File: config.mk
export PLATFORM = sky130hd
export DESIGN_NAME = rob_commit_controller
export DESIGN_NICKNAME = d
export VERILOG_FILES = /design/src/rtl/rob_commit_controller.sv
export SDC_FILE = /design/constraint.sdc
export NUM_CORES = 1
export LEC_CHECK = 0
export ABC_AREA = 1
export CAP_MARGIN = 30
export CORE_MARGIN = 2
export CORE_UTILIZATION = 35
export DETAILED_ROUTE_END_ITERATION = 7
export PLACE_DENSITY_LB_ADDON = 0.1
export SYNTH_ARGS = -nofsm -noshare
export SYNTH_HDL_FRONTEND = slang
export SYNTH_SLANG_ARGS = --single-unit
File: constraint.sdc
create_clock -name clk -period 1.9 [get_ports clk]
set_input_delay 0.19 -clock clk [delete_from_list [all_inputs] [get_ports clk]]
set_output_delay 0.19 -clock clk [all_outputs]
set_load 0.01 [all_outputs]
File: src/rtl/rob_commit_controller.sv
// In-order retire sequencer for the reorder-buffer head: register-file writeback,
// store-buffer handoff under req/ack, and a timed flush with exception capture.
module rob_commit_controller #(
    parameter int FLUSH_CYCLES = 3,
    parameter int CNT_W        = 32
) (
    input  logic             clk,
    input  logic             reset,
    input  logic             in_head_ready,
    input  logic [31:0]      in_head_value,
    input  logic [31:0]      in_head_miss_addr,
    input  logic [31:0]      in_head_PC,
    input  logic [4:0]       in_head_rd,
    input  logic [2:0]       in_head_exception,
    input  logic [2:0]       in_head_instr_type,
    input  logic             in_stall,
    input  logic             in_sb_ack,
    output logic             out_rob_pop,
    output logic             out_rf_we,
    output logic [4:0]       out_rf_rd,
    output logic [31:0]      out_rf_value,
    output logic             out_sb_req,
    output logic [31:0]      out_sb_addr,
    output logic [31:0]      out_sb_data,
    output logic             out_flush,
    output logic [31:0]      out_exc_PC,
    output logic [2:0]       out_exc_cause,
    output logic [31:0]      out_exc_addr,
    output logic             out_busy,
    output logic [CNT_W-1:0] out_retired_count
);

    localparam int FC_W = (FLUSH_CYCLES < 2) ? 1 : $clog2(FLUSH_CYCLES + 1);

    localparam logic [1:0] S_IDLE       = 2'd0;
    localparam logic [1:0] S_STORE_WAIT = 2'd1;
    localparam logic [1:0] S_FLUSH      = 2'd2;

    localparam logic [2:0] T_ALU   = 3'b000;
    localparam logic [2:0] T_LOAD  = 3'b001;
    localparam logic [2:0] T_STORE = 3'b010;

    logic [1:0]       r_state;
    logic [FC_W-1:0]  r_flush_cnt;
    logic [31:0]      r_exc_pc;
    logic [2:0]       r_exc_cause;
    logic [31:0]      r_exc_addr;
    logic [CNT_W-1:0] r_retired_count;

    logic [1:0]       w_next_state;
    logic             w_retire;
    logic             w_take_exc;

    // Valid/ready contract: out_sb_req is held with stable addr/data until the
    // cycle in_sb_ack is seen; that same cycle pops the ROB head and retires it.
    always_comb begin
        w_next_state = r_state;
        w_retire     = 1'b0;
        w_take_exc   = 1'b0;
        out_rob_pop  = 1'b0;
        out_rf_we    = 1'b0;
        out_rf_rd    = 5'd0;
        out_rf_value = 32'd0;
        out_sb_req   = 1'b0;
        out_sb_addr  = 32'd0;
        out_sb_data  = 32'd0;
        out_flush    = 1'b0;
        out_busy     = 1'b0;
        if (!reset) begin
            out_busy = (r_state != S_IDLE);
            case (r_state)
                S_IDLE: begin
                    if (in_head_ready && !in_stall) begin
                        if (in_head_exception != 3'd0) begin
                            out_rob_pop  = 1'b1;
                            w_take_exc   = 1'b1;
                            w_next_state = S_FLUSH;
                        end else if (in_head_instr_type == T_STORE) begin
                            w_next_state = S_STORE_WAIT;
                        end else begin
                            out_rob_pop = 1'b1;
                            w_retire    = 1'b1;
                            if (in_head_instr_type == T_ALU || in_head_instr_type == T_LOAD) begin
                                out_rf_we    = (in_head_rd != 5'd0);
                                out_rf_rd    = in_head_rd;
                                out_rf_value = in_head_value;
                            end
                        end
                    end
                end
                S_STORE_WAIT: begin
                    out_sb_req  = 1'b1;
                    out_sb_addr = in_head_miss_addr;
                    out_sb_data = in_head_value;
                    if (in_sb_ack) begin
                        out_rob_pop  = 1'b1;
                        w_retire     = 1'b1;
                        w_next_state = S_IDLE;
                    end
                end
                S_FLUSH: begin
                    out_flush = 1'b1;
                    if (r_flush_cnt == FC_W'(1)) begin
                        w_next_state = S_IDLE;
                    end
                end
                default: w_next_state = S_IDLE;
            endcase
        end
    end

    always_ff @(posedge clk) begin
        if (reset) begin
            r_state         <= S_IDLE;
            r_flush_cnt     <= '0;
            r_exc_pc        <= 32'd0;
            r_exc_cause     <= 3'd0;
            r_exc_addr      <= 32'd0;
            r_retired_count <= '0;
        end else begin
            r_state <= w_next_state;
            if (w_take_exc) begin
                r_flush_cnt <= FC_W'(FLUSH_CYCLES);
                r_exc_pc    <= in_head_PC;
                r_exc_cause <= in_head_exception;
                r_exc_addr  <= in_head_miss_addr;
            end else if (r_state == S_FLUSH) begin
                r_flush_cnt <= r_flush_cnt - FC_W'(1);
            end
            if (w_retire) begin
                r_retired_count <= r_retired_count + CNT_W'(1);
            end
        end
    end

    assign out_exc_PC        = r_exc_pc;
    assign out_exc_cause     = r_exc_cause;
    assign out_exc_addr      = r_exc_addr;
    assign out_retired_count = r_retired_count;

endmodule

==> reports/qor.csv, run 1 <==
stage;metric;value;unit
drt;routed vias/inst;4.62;
global_routing;global routing's busiest layer;met2;
timing;Total Negative Setup Slacks;0;ns
clock_network;cell at the root of the clock tree;sky130_fd_sc_hd__clkbuf_16;
job;number of max-capacitance violations reported;0;
critical_path;launching element type of the critical path;flip-flop;
timing;final clock skew;0.00973;ns
timing;final count of negative-setup-slack endpoints;0;
clock_network;Clock Sinks;103;
timing;final hold vios;0;
critical_path;CP max-delay cell;sky130_fd_sc_hd__dfxtp_4;
global_routing;gr ovfl total;0;
cells_and_area;Sequential cell area;0.00207;mm2
cells_and_area;area used by multi-input combinational logic;0.00262;mm2
critical_path;cell class contributing the biggest share of worst-path delay;buffers and inverters;
global_routing;via count of the first global-routing pass;5737;
critical_path;critical-path cell list;buf_6 -> inv_4 -> nand2_4 -> nor2_4 -> nand3_4 -> buf_12 -> nor2_1 -> clkdlybuf4s15_2;
critical_path;buffering stage count on the worst path with inverters included;4;
floorplanning;horizontal die dimension;125;um
critical_path;endpoint required time on the critical path;1.71;ns
drt;final antenna-violating net count;0;
global_routing;first-pass GRT wire length;29.4;mm
cells_and_area;count of fill cells added during filler insertion;1473;
yosys;number of cells produced by synthesis;834;
clock_network;hold buffer count at CTS;0;
timing;final worst-path cycle share;97.5;%
critical_path;Setup CP Type;flip-flop to primary output;
critical_path;largest fanout of any net on the critical path;19;
drt;router iterations before antenna repair;4;
timing;achievable frequency;540;MHz
floorplanning;I/O Pins;317;
cells_and_area;layout cell share with drive strength beyond 1;13.0;%
floorplanning;number of cell rows;44;
timing;Rel. slew slack;67.5;%
floorplanning;total core area;0.0144;mm2
yosys;mean instance size in the synthesized netlist;6.13;um2
clock_network;TritonCTS Buffers;9;
placed_design;final weighted congestion in routability-driven placement;0.855;
clock_network;TritonCTS clock tree;built;
floorplanning;effective utilization at floorplan;35.4;%
pwr;total power divided by cell area;570;mW/mm2
pwr;VDD IR-drop max;0.000589;V
placed_design;Port-buffer cells;316;
clock_network;number of buffers on the longest clock path;2;
global_routing;global-route met2 utilization;40.8;%
drt;total routed wirelength;18.9;mm
global_routing;grt met3 use;8.12;%
clock_network;worst skew pair latency;0.36;ns
cells_and_area;Total Nets Final;1259;
drt;number of vias after detailed routing;6168;
critical_path;type of destination of the critical path;primary output;
cells_and_area;number of diodes;0;
cells_and_area;layout overhead on the synthesized area;69.0;%
clock_network;Clock transition at path regs;0.08;ns
pwr;static leakage;3.89;nW
clock_network;number of levels the H-tree was split into;3;
drt;count of unresolved DRC violations after routing;0;
timing;transition time at the pin with the least slew margin;0.488;ns
timing;Hold Worst Slack;0.376;ns
yosys;count of distinct cell types in the synthesized netlist;29;
yosys;Yosys warning count;0;
timing;post-layout minimum cycle time;1.85;ns
timing;setup repair after global routing missed its margin;true;
yosys;area of the mapped netlist;0.00511;mm2
timing;final count of pins violating max slew;0;
global_routing;overall fraction of global-route tracks in use;23.4;%
placed_design;total half-perimeter wirelength after legalization and detailed placement;13.7;mm
critical_path;max incr delay on CP;0.36;ns
yosys;net count after synthesis;948;
drt;initial DRC count;421;
run_status;outcome;finished clean;
global_routing;Global Route met1 Usage;26.2;%
yosys;part of the Yosys area used for sequential elements;40.3;%
min_path;Worst Hold Class;input pin to flip-flop;
drt;detailed-route wire length per cell;14.2;um
critical_path;data arrival time of the critical path;1.66;ns
global_routing;antenna violations before repair;0;
floorplanning;DIE AREA;0.0156;mm2
pwr;post-layout power;4.92;mW
floorplanning;overall die height;125;um
yosys;number of register bits inferred by synthesis;103;
global_routing;largest net degree at the start of global routing;104;
==> cell families after synthesis <==
logic type / count (synthesis) / synth area share, %
and+or+nand+nor: 504 / 39.2
buffers and inverters: 129 / 10.2
DFF: 103 / 40.3
AOI/OAI and AO/OA: 92 / 9.08
xor gates and xnor gates: 4 / 0.685
adders and majority gates: 2 / 0.489
==> stage by stage <==
stage          instance area (um2)  util [%]  worst slack, ns  std cells
3_5_place_dp                  8550      59.3           -0.269       1313
6_report                      8640      59.9           0.0484       1334
4_1_cts                       8780      60.9          -0.0379       1335
2_1_floorplan                 5110         -            0.360        834
5_1_grt                       8640      59.9          -0.0606       1334
3_3_place_gp                  8550      59.3           -0.279       1313
==> routing by layer <==
| layer | share of wire [%] | vias to the layer above | routed length (um) |
|---|---|---|---|
| li1 | - | 3161 | - |
| met1 | 40 | 2739 | 7520 |
| met2 | 49 | 236 | 9210 |
| met3 | 8.7 | 32 | 1650 |
| met4 | 2.9 | 0 | 550 |
| met5 | 0 | - | 0 |
==> synthesized netlist by cell type <==
master / count / area share, %
sky130_fd_sc_hd__dfxtp_1: 103 / 40
sky130_fd_sc_hd__clkbuf_1: 20 / 1.5
sky130_fd_sc_hd__nand3_1: 19 / 1.9
sky130_fd_sc_hd__and2_1: 2 / 0.24
sky130_fd_sc_hd__ha_1: 2 / 0.49
sky130_fd_sc_hd__a22oi_1: 1 / 0.15
sky130_fd_sc_hd__buf_4: 4 / 0.59
sky130_fd_sc_hd__nor2_1: 211 / 15
sky130_fd_sc_hd__a21oi_1: 68 / 6.7
sky130_fd_sc_hd__nor3_4: 1 / 0.32
sky130_fd_sc_hd__xnor2_1: 2 / 0.34
sky130_fd_sc_hd__nand3b_1: 4 / 0.59
sky130_fd_sc_hd__or2_2: 2 / 0.24
sky130_fd_sc_hd__nor2_2: 2 / 0.24
sky130_fd_sc_hd__and3_1: 4 / 0.49
sky130_fd_sc_hd__a31oi_1: 1 / 0.12
sky130_fd_sc_hd__inv_2: 3 / 0.22
sky130_fd_sc_hd__nor4_1: 1 / 0.12
sky130_fd_sc_hd__nand2_2: 3 / 0.37
sky130_fd_sc_hd__nor3_1: 10 / 0.98
sky130_fd_sc_hd__buf_1: 6 / 0.44
sky130_fd_sc_hd__nand2_1: 241 / 18
sky130_fd_sc_hd__nor2_4: 1 / 0.22
sky130_fd_sc_hd__o21ai_0: 22 / 2.2
sky130_fd_sc_hd__buf_6: 1 / 0.22
sky130_fd_sc_hd__xor2_1: 2 / 0.34
sky130_fd_sc_hd__inv_1: 84 / 6.2
sky130_fd_sc_hd__nand4_1: 3 / 0.37
sky130_fd_sc_hd__buf_2: 11 / 1.1
==> cell usage in the layout (no fill, tap or decap), drive strengths merged, types with 11 or more instances in the layout <==
master and count:
clkdlybuf4s50 209, a21oi 68, dfxtp 103, buf 91
inv 92, nand2 244, nor3 11, clkbuf 15
nand3 19, o21ai 22, nor2 214, dlygate4sd2 32
==> final cells by class <==
class / instances / area share [%]
clock buffers: 9 / 2.61
repair buffers: 342 / 36.0
clock inverters: 7 / 0.724
multi-input cells: 602 / 30.3
flip-flops and latches: 103 / 23.9
inverters: 87 / 3.81
well taps: 184 / 2.67
==> final timing paths <==
kind	from	to	slack, ns	cells after the start
worst max-delay path	r_state[1]	out_rf_value[27]	0.05	8
worst min-delay path	reset	out_exc_cause[2]	0.38	3
worst max register to register	r_state[0]	out_retired_count[20]	0.16	12
worst min register to register	out_exc_addr[26]	out_exc_addr[26]	0.46	2
==> registers in the layout, summed over array words and instances, names as in the netlist <==
name and flops:
out_retired_count 32, r_flush_cnt 2, out_exc_cause 3, r_state 2, out_exc_addr 32, out_exc_PC 32
==> worst min-delay path: stages <==
cell	delay, ns
sky130_fd_sc_hd__buf_4	0.14
sky130_fd_sc_hd__buf_12	0.22
sky130_fd_sc_hd__nor2_1	0.14
==> what timing repair did <==
action                                  4_1_cts  5_1_grt
buffers inserted                              4        0
pin swaps                                     3        5
endpoints found under the setup margin      104      116
cloned                                        2        1
gates resized for setup                     307       49
==> report_power, final <==
group          total, mW  internal [mW]  leakage [nW]  switching (mW)
Clock               1.84          0.921         0.139           0.924
Sequential          2.28           2.24         0.839          0.0416
Combinational      0.795          0.440          2.91           0.355
Total               4.92           3.60          3.89            1.32
No activity file was read; power rests on OpenSTA's default activity.
==> inputs of run 2 (changes only) <==
CTS_CLUSTER_SIZE = 28   (was not set)
==> results of run 2 <==
No change in the layout: final DEF, timing and power equal those of run 1.
